`src/rtl/ball_renderer_pkg.sv`:
```
// Shared types and constants for the ball renderer: motion directions,
// WASD keycodes and the output colours.
package ball_renderer_pkg;

    typedef enum logic [2:0] {
        STOP  = 3'd0,
        UP    = 3'd1,
        DOWN  = 3'd2,
        LEFT  = 3'd3,
        RIGHT = 3'd4
    } dir_t;

    // USB HID usage IDs for the steering keys
    localparam logic [7:0] KEY_W = 8'h1A;
    localparam logic [7:0] KEY_A = 8'h04;
    localparam logic [7:0] KEY_S = 8'h16;
    localparam logic [7:0] KEY_D = 8'h07;

    localparam logic [23:0] BALL_RGB  = 24'hFF5500;
    localparam logic [23:0] BG_RGB    = 24'h000040;
    localparam logic [23:0] BLANK_RGB = 24'h000000;

    // Unrecognised keys (including "no key") keep the current heading
    function automatic dir_t key_to_dir(input logic [7:0] key, input dir_t cur);
        dir_t d;
        d = cur;
        case (key)
            KEY_W:   d = UP;
            KEY_S:   d = DOWN;
            KEY_A:   d = LEFT;
            KEY_D:   d = RIGHT;
            default: d = cur;
        endcase
        return d;
    endfunction

    function automatic logic [23:0] pixel_rgb(input logic blank_n, input logic hit);
        logic [23:0] c;
        if (!blank_n)
            c = BLANK_RGB;
        else if (hit)
            c = BALL_RGB;
        else
            c = BG_RGB;
        return c;
    endfunction

endpackage

```
`src/rtl/ball_motion.sv`:
```
// Frame-tick detector, keyboard/bounce direction FSM and ball position
// registers; position advances once per vsync falling edge.
module ball_motion
    import ball_renderer_pkg::*;
#(
    parameter int BALL_SIZE = 4,
    parameter int STEP      = 1,
    parameter int X_MIN     = 0,
    parameter int X_MAX     = 639,
    parameter int Y_MIN     = 0,
    parameter int Y_MAX     = 479,
    parameter int X_CENTER  = 320,
    parameter int Y_CENTER  = 240
) (
    input  logic       Clk,
    input  logic       Reset_n,
    input  logic [7:0] keycode,
    input  logic       vs_in,
    output logic [9:0] BallX,
    output logic [9:0] BallY,
    output logic       frame_tick
);

    localparam logic [10:0] SZ   = 11'(BALL_SIZE);
    localparam logic [10:0] ST   = 11'(STEP);
    localparam logic [10:0] XMIN = 11'(X_MIN);
    localparam logic [10:0] XMAX = 11'(X_MAX);
    localparam logic [10:0] YMIN = 11'(Y_MIN);
    localparam logic [10:0] YMAX = 11'(Y_MAX);

    logic        r_vs_d;
    dir_t        r_dir;
    logic [9:0]  r_x;
    logic [9:0]  r_y;

    logic        w_tick;
    dir_t        w_dir_key;
    dir_t        w_dir_nxt;
    logic [9:0]  w_x_nxt;
    logic [9:0]  w_y_nxt;
    logic [10:0] w_x11;
    logic [10:0] w_y11;

    // Gated by Reset_n so the pulse is held low while reset is asserted
    assign w_tick = r_vs_d & ~vs_in & Reset_n;
    assign w_x11  = {1'b0, r_x};
    assign w_y11  = {1'b0, r_y};

    always_ff @(posedge Clk or negedge Reset_n) begin
        if (!Reset_n) begin
            r_vs_d <= 1'b1;
            r_dir  <= STOP;
            r_x    <= 10'(X_CENTER);
            r_y    <= 10'(Y_CENTER);
        end else begin
            r_vs_d <= vs_in;
            r_dir  <= w_dir_nxt;
            r_x    <= w_x_nxt;
            r_y    <= w_y_nxt;
        end
    end

    always_comb begin
        w_dir_key = key_to_dir(keycode, r_dir);
        w_dir_nxt = r_dir;
        w_x_nxt   = r_x;
        w_y_nxt   = r_y;
        if (w_tick) begin
            w_dir_nxt = w_dir_key;
            // Wall bounce overrides the key-selected heading
            case (w_dir_key)
                RIGHT:   if (w_x11 + SZ >= XMAX) w_dir_nxt = LEFT;
                LEFT:    if (w_x11 <= XMIN + SZ) w_dir_nxt = RIGHT;
                DOWN:    if (w_y11 + SZ >= YMAX) w_dir_nxt = UP;
                UP:      if (w_y11 <= YMIN + SZ) w_dir_nxt = DOWN;
                default: w_dir_nxt = w_dir_key;
            endcase
            case (w_dir_nxt)
                RIGHT:   w_x_nxt = 10'(w_x11 + ST);
                LEFT:    w_x_nxt = 10'(w_x11 - ST);
                DOWN:    w_y_nxt = 10'(w_y11 + ST);
                UP:      w_y_nxt = 10'(w_y11 - ST);
                default: w_x_nxt = r_x;
            endcase
        end
    end

    assign BallX      = r_x;
    assign BallY      = r_y;
    assign frame_tick = w_tick;

endmodule

```
`src/rtl/ball_renderer.sv`:
```
// Pixel-side renderer: two-stage pipeline from VGA coordinates to RGB with
// sync/blank delayed to stay aligned with the colour.
module ball_renderer
    import ball_renderer_pkg::*;
#(
    parameter int BALL_SIZE = 4,
    parameter int STEP      = 1,
    parameter int X_MIN     = 0,
    parameter int X_MAX     = 639,
    parameter int Y_MIN     = 0,
    parameter int Y_MAX     = 479,
    parameter int X_CENTER  = 320,
    parameter int Y_CENTER  = 240
) (
    input  logic       Clk,
    input  logic       Reset_n,
    input  logic [7:0] keycode,
    input  logic [9:0] DrawX,
    input  logic [9:0] DrawY,
    input  logic       hs_in,
    input  logic       vs_in,
    input  logic       blank_in,
    output logic [7:0] Red,
    output logic [7:0] Green,
    output logic [7:0] Blue,
    output logic       hs_out,
    output logic       vs_out,
    output logic       blank_out,
    output logic [9:0] BallX,
    output logic [9:0] BallY,
    output logic       frame_tick
);

    localparam logic [21:0] R2 = 22'(BALL_SIZE * BALL_SIZE);

    logic [9:0]         w_ball_x;
    logic [9:0]         w_ball_y;
    logic signed [10:0] w_dx;
    logic signed [10:0] w_dy;

    logic signed [10:0] r_dx_p1;
    logic signed [10:0] r_dy_p1;
    logic               r_hs_p1;
    logic               r_vs_p1;
    logic               r_blank_p1;

    logic signed [21:0] w_dx_ext;
    logic signed [21:0] w_dy_ext;
    logic signed [21:0] w_dx_sq;
    logic signed [21:0] w_dy_sq;
    logic [21:0]        w_dist;
    logic               w_hit;
    logic [23:0]        w_rgb;

    logic [23:0]        r_rgb_p2;
    logic               r_hs_p2;
    logic               r_vs_p2;
    logic               r_blank_p2;

    ball_motion #(
        .BALL_SIZE (BALL_SIZE),
        .STEP      (STEP),
        .X_MIN     (X_MIN),
        .X_MAX     (X_MAX),
        .Y_MIN     (Y_MIN),
        .Y_MAX     (Y_MAX),
        .X_CENTER  (X_CENTER),
        .Y_CENTER  (Y_CENTER)
    ) u_motion (
        .Clk        (Clk),
        .Reset_n    (Reset_n),
        .keycode    (keycode),
        .vs_in      (vs_in),
        .BallX      (w_ball_x),
        .BallY      (w_ball_y),
        .frame_tick (frame_tick)
    );

    assign w_dx = signed'({1'b0, DrawX}) - signed'({1'b0, w_ball_x});
    assign w_dy = signed'({1'b0, DrawY}) - signed'({1'b0, w_ball_y});

    // Stage 1: pixel offset from the ball centre
    always_ff @(posedge Clk or negedge Reset_n) begin
        if (!Reset_n) begin
            r_dx_p1    <= '0;
            r_dy_p1    <= '0;
            r_hs_p1    <= 1'b0;
            r_vs_p1    <= 1'b0;
            r_blank_p1 <= 1'b0;
        end else begin
            r_dx_p1    <= w_dx;
            r_dy_p1    <= w_dy;
            r_hs_p1    <= hs_in;
            r_vs_p1    <= vs_in;
            r_blank_p1 <= blank_in;
        end
    end

    assign w_dx_ext = 22'(r_dx_p1);
    assign w_dy_ext = 22'(r_dy_p1);
    assign w_dx_sq  = w_dx_ext * w_dx_ext;
    assign w_dy_sq  = w_dy_ext * w_dy_ext;
    assign w_dist   = $unsigned(w_dx_sq) + $unsigned(w_dy_sq);
    assign w_hit    = (w_dist <= R2);
    assign w_rgb    = pixel_rgb(r_blank_p1, w_hit);

    // Stage 2: colour select, syncs re-aligned with the colour
    always_ff @(posedge Clk or negedge Reset_n) begin
        if (!Reset_n) begin
            r_rgb_p2   <= BLANK_RGB;
            r_hs_p2    <= 1'b0;
            r_vs_p2    <= 1'b0;
            r_blank_p2 <= 1'b0;
        end else begin
            r_rgb_p2   <= w_rgb;
            r_hs_p2    <= r_hs_p1;
            r_vs_p2    <= r_vs_p1;
            r_blank_p2 <= r_blank_p1;
        end
    end

    assign Red       = r_rgb_p2[23:16];
    assign Green     = r_rgb_p2[15:8];
    assign Blue      = r_rgb_p2[7:0];
    assign hs_out    = r_hs_p2;
    assign vs_out    = r_vs_p2;
    assign blank_out = r_blank_p2;
    assign BallX     = w_ball_x;
    assign BallY     = w_ball_y;

endmodule

```
`config.mk`:
```
export PLATFORM = sky130hd
export DESIGN_NAME = ball_renderer
export DESIGN_NICKNAME = d
export VERILOG_FILES = /design/src/rtl/ball_renderer_pkg.sv /design/src/rtl/ball_motion.sv /design/src/rtl/ball_renderer.sv
export SDC_FILE = /design/constraint.sdc
export NUM_CORES = 1
export LEC_CHECK = 0
export ABC_AREA = 1
export BUFFER_PORTS_ARGS = -buffer_cell sky130_fd_sc_hd__buf_2
export CELL_PAD_IN_SITES_DETAIL_PLACEMENT = 1
export CELL_PAD_IN_SITES_GLOBAL_PLACEMENT = 1
export CORE_MARGIN = 2
export CORE_UTILIZATION = 44
export CTS_CLUSTER_SIZE = 24
export DETAILED_ROUTE_END_ITERATION = 10
export PLACE_DENSITY_LB_ADDON = 0.1
export SYNTH_ARGS = -nofsm -noshare
export SYNTH_HDL_FRONTEND = slang
export SYNTH_SLANG_ARGS = --single-unit
```
`constraint.sdc`:
```
create_clock -name Clk -period 6.3 [get_ports Clk]
set_input_delay 0 -clock Clk [delete_from_list [all_inputs] [get_ports Clk]]
set_output_delay 0 -clock Clk [all_outputs]
set_load 0.02 [all_outputs]
```
# Word level (Yosys, flattened, before mapping)
# Index checks and enable logic that the tools add are counted.
[word_totals] latch_bits=0 ramBits=0 n_memories=0 output_inout_bits=48 romBits=0 regBits=76 wordCells=59
[classes] mul=2 n_reduce_logical=4 add_sub_neg=9 magnitude_cmp=5 muxes=11 eq_ne=12 n_bitwise=3 n_shift=0 n_div=0
[ops] cell="$mux W24" n=2
[ops] cell="$mul A11 B11 Y22" n=2
[ops] cell="$pmux W10 S2" n=2
[ops] cell="$pmux W3 S4" n=2
[ops] cell="$add A10 B3 Y11 const B" n=2
[ops] cell="$add A22 B22 Y22" n=1
[ops] cell="$le A22 B5 Y1 const B" n=1
[ops] cell="$sub A10 B10 Y11" n=2
[ops] cell="$add A10 B1 Y10 const B" n=2
[ops] cell="$le A10 B3 Y1 const B" n=2
[ops] cell="$sub A10 B1 Y10 const B" n=2
[ops] cell="$eq A8 B3 Y1 const B" n=2
[ops] cell="$eq A8 B5 Y1 const B" n=2
[ops] cell="$mux W3" n=5
[ops] cell="$eq A3 B2 Y1 const B" n=4
[ops] cell="$ge A11 B10 Y1 const B" n=1
[ops] cell="$ge A11 B9 Y1 const B" n=1
[ops] cell="$eq A3 B1 Y1 const B" n=2
[ops] cell="$eq A3 B3 Y1 const B" n=2
[ops] cell="$reduce_and A2 Y1" n=2
[ops] cell="$reduce_bool A2 Y1" n=2
[ops] cell="$and A1 B1 Y1" n=2
[ops] cell="$not A1 Y1" n=1

# Depth between registers and ports, before layout
[depth] ltp_word=8 mapped_depth=33 depth_no_buf=32

# By module
# From an unflattened synthesis, not the netlist that was laid out.
[unflattened] cells_unflattened=1633 area_unflattened_um2=13271.5
[modules_own_cells] module="ball_renderer" cells_per_inst=1273 seq_area_each_um2=750.7 area_each_um2=10810.4 n_inst=1
[modules_own_cells] module="ball_motion" cells_per_inst=360 seq_area_each_um2=609.3 area_each_um2=2461.1 n_inst=1

# Least setup slack after synthesis
# No wires, ideal clock.
[synth_path] path_kind="reg-to-reg" startpoint="reg r_dx_p1[1]" endpoint="reg r_rgb_p2[22]" required_time_ns=6.185 path_buffers=1 arrival_time_ns=6.466 path_slack_ns=-0.281 path_stages_with_launch=29 path_cell_list="dfrtp_1 clkbuf_1 nand2_1 inv_1 fa_1 fa_1 inv_1 fa_1 inv_1 fa_1 fa_1 fa_1 inv_1 fa_1 inv_1 ha_1 nand2_1 nor2_1 inv_1 nor2_1 nor2_1 nand2_1 a21oi_1 o21a_1 or2_2 o21ai_0 nand2_1 nand4_1 nor2_1"
[synth_between] elab_chain_len=5
[synth_lines] item="from (decl)" line="ball_renderer.sv:41" rtl="logic signed [10:0] r_dx_p1;"
[synth_lines] item="from (signal assigned)" line="ball_renderer.sv:91" rtl="r_dx_p1 <= w_dx;"
[synth_lines] item="$mul A11 B11 Y22" line="ball_renderer.sv:101" rtl="assign w_dx_sq = w_dx_ext * w_dx_ext;"
[synth_lines] item="$add A22 B22 Y22" line="ball_renderer.sv:103" rtl="assign w_dist = $unsigned(w_dx_sq) + $unsigned(w_dy_sq);"
[synth_lines] item="$le A22 B5 Y1" line="ball_renderer.sv:104" rtl="assign w_hit = (w_dist <= R2);"
[synth_lines] item="$mux W24" line="ball_renderer_pkg.sv:41" rtl="else if (hit)"
[synth_lines] item="$mux W24" line="ball_renderer_pkg.sv:39" rtl="if (!blank_n)"
[synth_lines] item="to (signal assigned)" line="ball_renderer.sv:115" rtl="r_rgb_p2 <= w_rgb;"
[synth_lines] item="to (decl)" line="ball_renderer.sv:55" rtl="logic [23:0] r_rgb_p2;"
# Every way passes these cells.
# A chain may end at the register's enable or synchronous reset.

# Worst setup path after layout
[layout_path] startpoint="reg r_dy_p1[10]" endpoint="reg r_rgb_p2[22]"
[layout_between] elab_chain_len=5
[layout_lines] item="from (decl)" line="ball_renderer.sv:42" rtl="logic signed [10:0] r_dy_p1;"
[layout_lines] item="from (signal assigned)" line="ball_renderer.sv:92" rtl="r_dy_p1 <= w_dy;"
[layout_lines] item="$mul A11 B11 Y22" line="ball_renderer.sv:102" rtl="assign w_dy_sq = w_dy_ext * w_dy_ext;"
[layout_lines] item="$add A22 B22 Y22" line="ball_renderer.sv:103"
[layout_lines] item="$le A22 B5 Y1" line="ball_renderer.sv:104"
[layout_lines] item="$mux W24" line="ball_renderer_pkg.sv:41"
[layout_lines] item="$mux W24" line="ball_renderer_pkg.sv:39"
# Every way passes these cells.

==> impl_metrics.yaml <==
timing:
  slew_viol_final: 0
  clock_skew_ps: 9.52
  setup_violations: 2
  hold_viol: 0
  rsz0062_at_grt: "yes"
  holdWs_ps: 20.0
  worst_pin_slew_ps: 854
  tns_ps: -457
  max_freq_mhz: 153
  fin_crit_sh: 1.04
  period_needed_ps: 6550
  slew_headroom: 0.416
  setup_ws_ps: -247
grt:
  grt_pass1_vias: 12200
  grt_overflow: 0
  antenna_found_initial: 0
  grt_pass1_wl_um: 59300
  grt_max_degree: 56
  track_usage: 0.243
clock_network:
  clkSinkCount: 54
  tritoncts: "yes"
  cts_max_level: 2
  clockBufferDepth: 2
  clk_latency_ps: 320
  root_buffer: "clkbuf_16"
  clkSlewWorstSetupHoldPaths_ps: 80
  numCtsBuffers: 5
critical_path:
  crit_path_end_kind: "flop"
  critPathSlowestCell: "fa_1"
  criticalPathCategory: "reg -> reg"
  cp-start-kind: "flop"
  slowest_delay_ps: 600
  critPathRequiredTime_ps: 6510
  crit_path_max_fanout: 6
  cp.arrival_ps: 6760
  crit_top_cell: "fa_1"
detailed_routing:
  wl_per_cell_um: 16.3
  viasPerCell: 4.78
  via_count: 10700
  firstDrtPassIters: 4
  ant_nets: 0
  drt-total-wl_um: 36400
  drt_iter0_markers: 313
  drc: 0
yosys:
  ys_types: 46
  synth_compound_gate_area_share: 0.0625
  syn_inst: 1591
  ys_warn_count: 0
  synth_top_area_frac: 0.371
  synthTopCellsByArea: "fa_1 (37%), inv_1 (14%), ha_1 (12%), dfrtp_1 (9.0%), nand2_1 (7.8%)"
  ys_seq_area_frac: 0.105
  synthXorXnorAreaFrac: 0.0417
  synth_top_family_by_area: "adder cells"
  synthAdderAreaFrac: 0.493
  yosys-mux-area-fraction: 0
  synth_area_per_cell_um2: 8.18
  ys_ff_latch: 54
  yosys.area_share.simple: 0.136
  syn-cell-area_um2: 13000
  yosys.area.top_type: "fa_1"
final_layout:
  area_delta_synth_final_pct: 24.9
  final_common_cell: "inv_1"
  stdcell_area_um2: 16300
  most-common-layout-cells: "inv_1 (450), nand2_1 (238), fa_1 (222), buf_4 (189), ha_1 (112)"
  n_antenna_cell: 0
  drive_gt1_frac: 0.264
  final_cells: 2238
  final_nets: 2254
floorplan:
  die-area_um2: 31000
  std_cell_rows: 62
  die_w_um: 176
  start_util: 0.450
  pin_count: 81
  fp.dieH_um: 176
  core_um2: 28900
place:
  dp.cells: 2177
  dpl-instance-area_um2: 14900
  gp_congestion: 0.796
  dp_hpwl_um: 30300
  io_buffers: 69
run_status:
  outcome: "complete, but fails checks"
  failed_checks: "setup timing"
flow_run:
  maxCapViolCount: 0
min_path:
  hold_path_class: "in -> reg"
==> area by class of cell <==
type,instances,area [um2]
Fill cell,3520,12700
Multi-Input combinational cell,1012,10200
Timing Repair Buffer,292,2220
Inverter,488,1840
Sequential cell,54,1380
Tap cell,384,480
Clock buffer,7,143
Clock inverter,1,5.00
==> registers in the layout, summed over array words and instances (netlist names) <==
| signal | count |
|---|---|
| r_rgb_p2 | 2 |
| r_hs_p1 | 1 |
| blank_out | 1 |
| r_blank_p1 | 1 |
| u_motion.BallX | 10 |
| r_dx_p1 | 11 |
| hs_out | 1 |
| r_dy_p1 | 11 |
| u_motion.BallY | 10 |
| r_vs_p1 | 1 |
| u_motion.r_vs_d | 1 |
| u_motion.r_dir | 3 |
| vs_out | 1 |
==> cells in the mapped netlist, drive strengths merged <==
master and n:
a2111oi 1, a211oi 4, a21boi 2, a21o 2, a21oi 65, a221oi 1
a311oi 1, a31o 1, a31oi 3, and3 2, buf 24, clkbuf 23
conb 1, dfrtp 47, dfstp 7, fa 241, ha 127, inv 488
nand2 275, nand3 29, nand4 9, nor2 101, nor3 8, nor4 3
o2111ai 3, o211ai 3, o21a 1, o21ai 41, o21bai 5, o22ai 1
o311ai 1, o31ai 2, or2 7, xnor2 23, xor2 39
==> critical path, delay by kind of cell, from the launching register on <==
kind	cells	cell delay, ps
buffers and inverters	9	840
and+or+nand+nor	10	1040
DFF	1	410
adders and majority gates	8	3840
AOI/OAI and AO/OA	3	290
==> per-stage QoR <==
step,setup slack [ps],util
finish,-247,0.562
detailed placement,-543,0.517
floorplan,7.41,-
CTS,-104,0.551
global route,-488,0.562
global placement,-386,0.517
==> cells by family (layout without fill, tap and decap cells) <==
kind of cell | count (synthesis) | after routing
xor gates and xnor gates | 62 | 62
adders and majority gates | 368 | 368
buffers and inverters | 535 | 788
AOI/OAI and AO/OA | 137 | 137
DFF | 54 | 54
other | 1 | 11
and+or+nand+nor | 434 | 434
==> timing repair <==
item | CTS | global route
setup endpoints to repair | 2 | 2
buffers inserted | 35 | 12
endpoints found under the hold margin | 53 | 0
gates resized for setup | 127 | 76
hold buffers | 6 | 0
pin swaps | 107 | 87
==> routing by layer <==
layer | part of all wire | global-route usage | vias up
li1 | - | - | 5131
met1 | 0.39 | 0.280 | 5410
met2 | 0.57 | 0.481 | 107
met3 | 0.016 | 0.0192 | 43
met4 | 0.025 | 0.0651 | 0
met5 | 0 | 0 | -
==> worst paths after layout <==
check                            start                end  slack, ps  cells past startpoint
hold reg to reg                r_vs_p1             vs_out        350                      0
hold / removal                DrawX[0]         r_dx_p1[0]         20                      4
max in group asynchronous      Reset_n         r_dx_p1[2]       5350                      3
setup reg to reg           r_dy_p1[10]       r_rgb_p2[22]       -250                     30
min in group asynchronous      Reset_n  u_motion.BallY[8]        370                      3
setup / recovery           r_dy_p1[10]       r_rgb_p2[22]       -250                     30
Power is not shown: default switching activity piles up to over one toggle a cycle in this logic, so the estimate is an artifact.
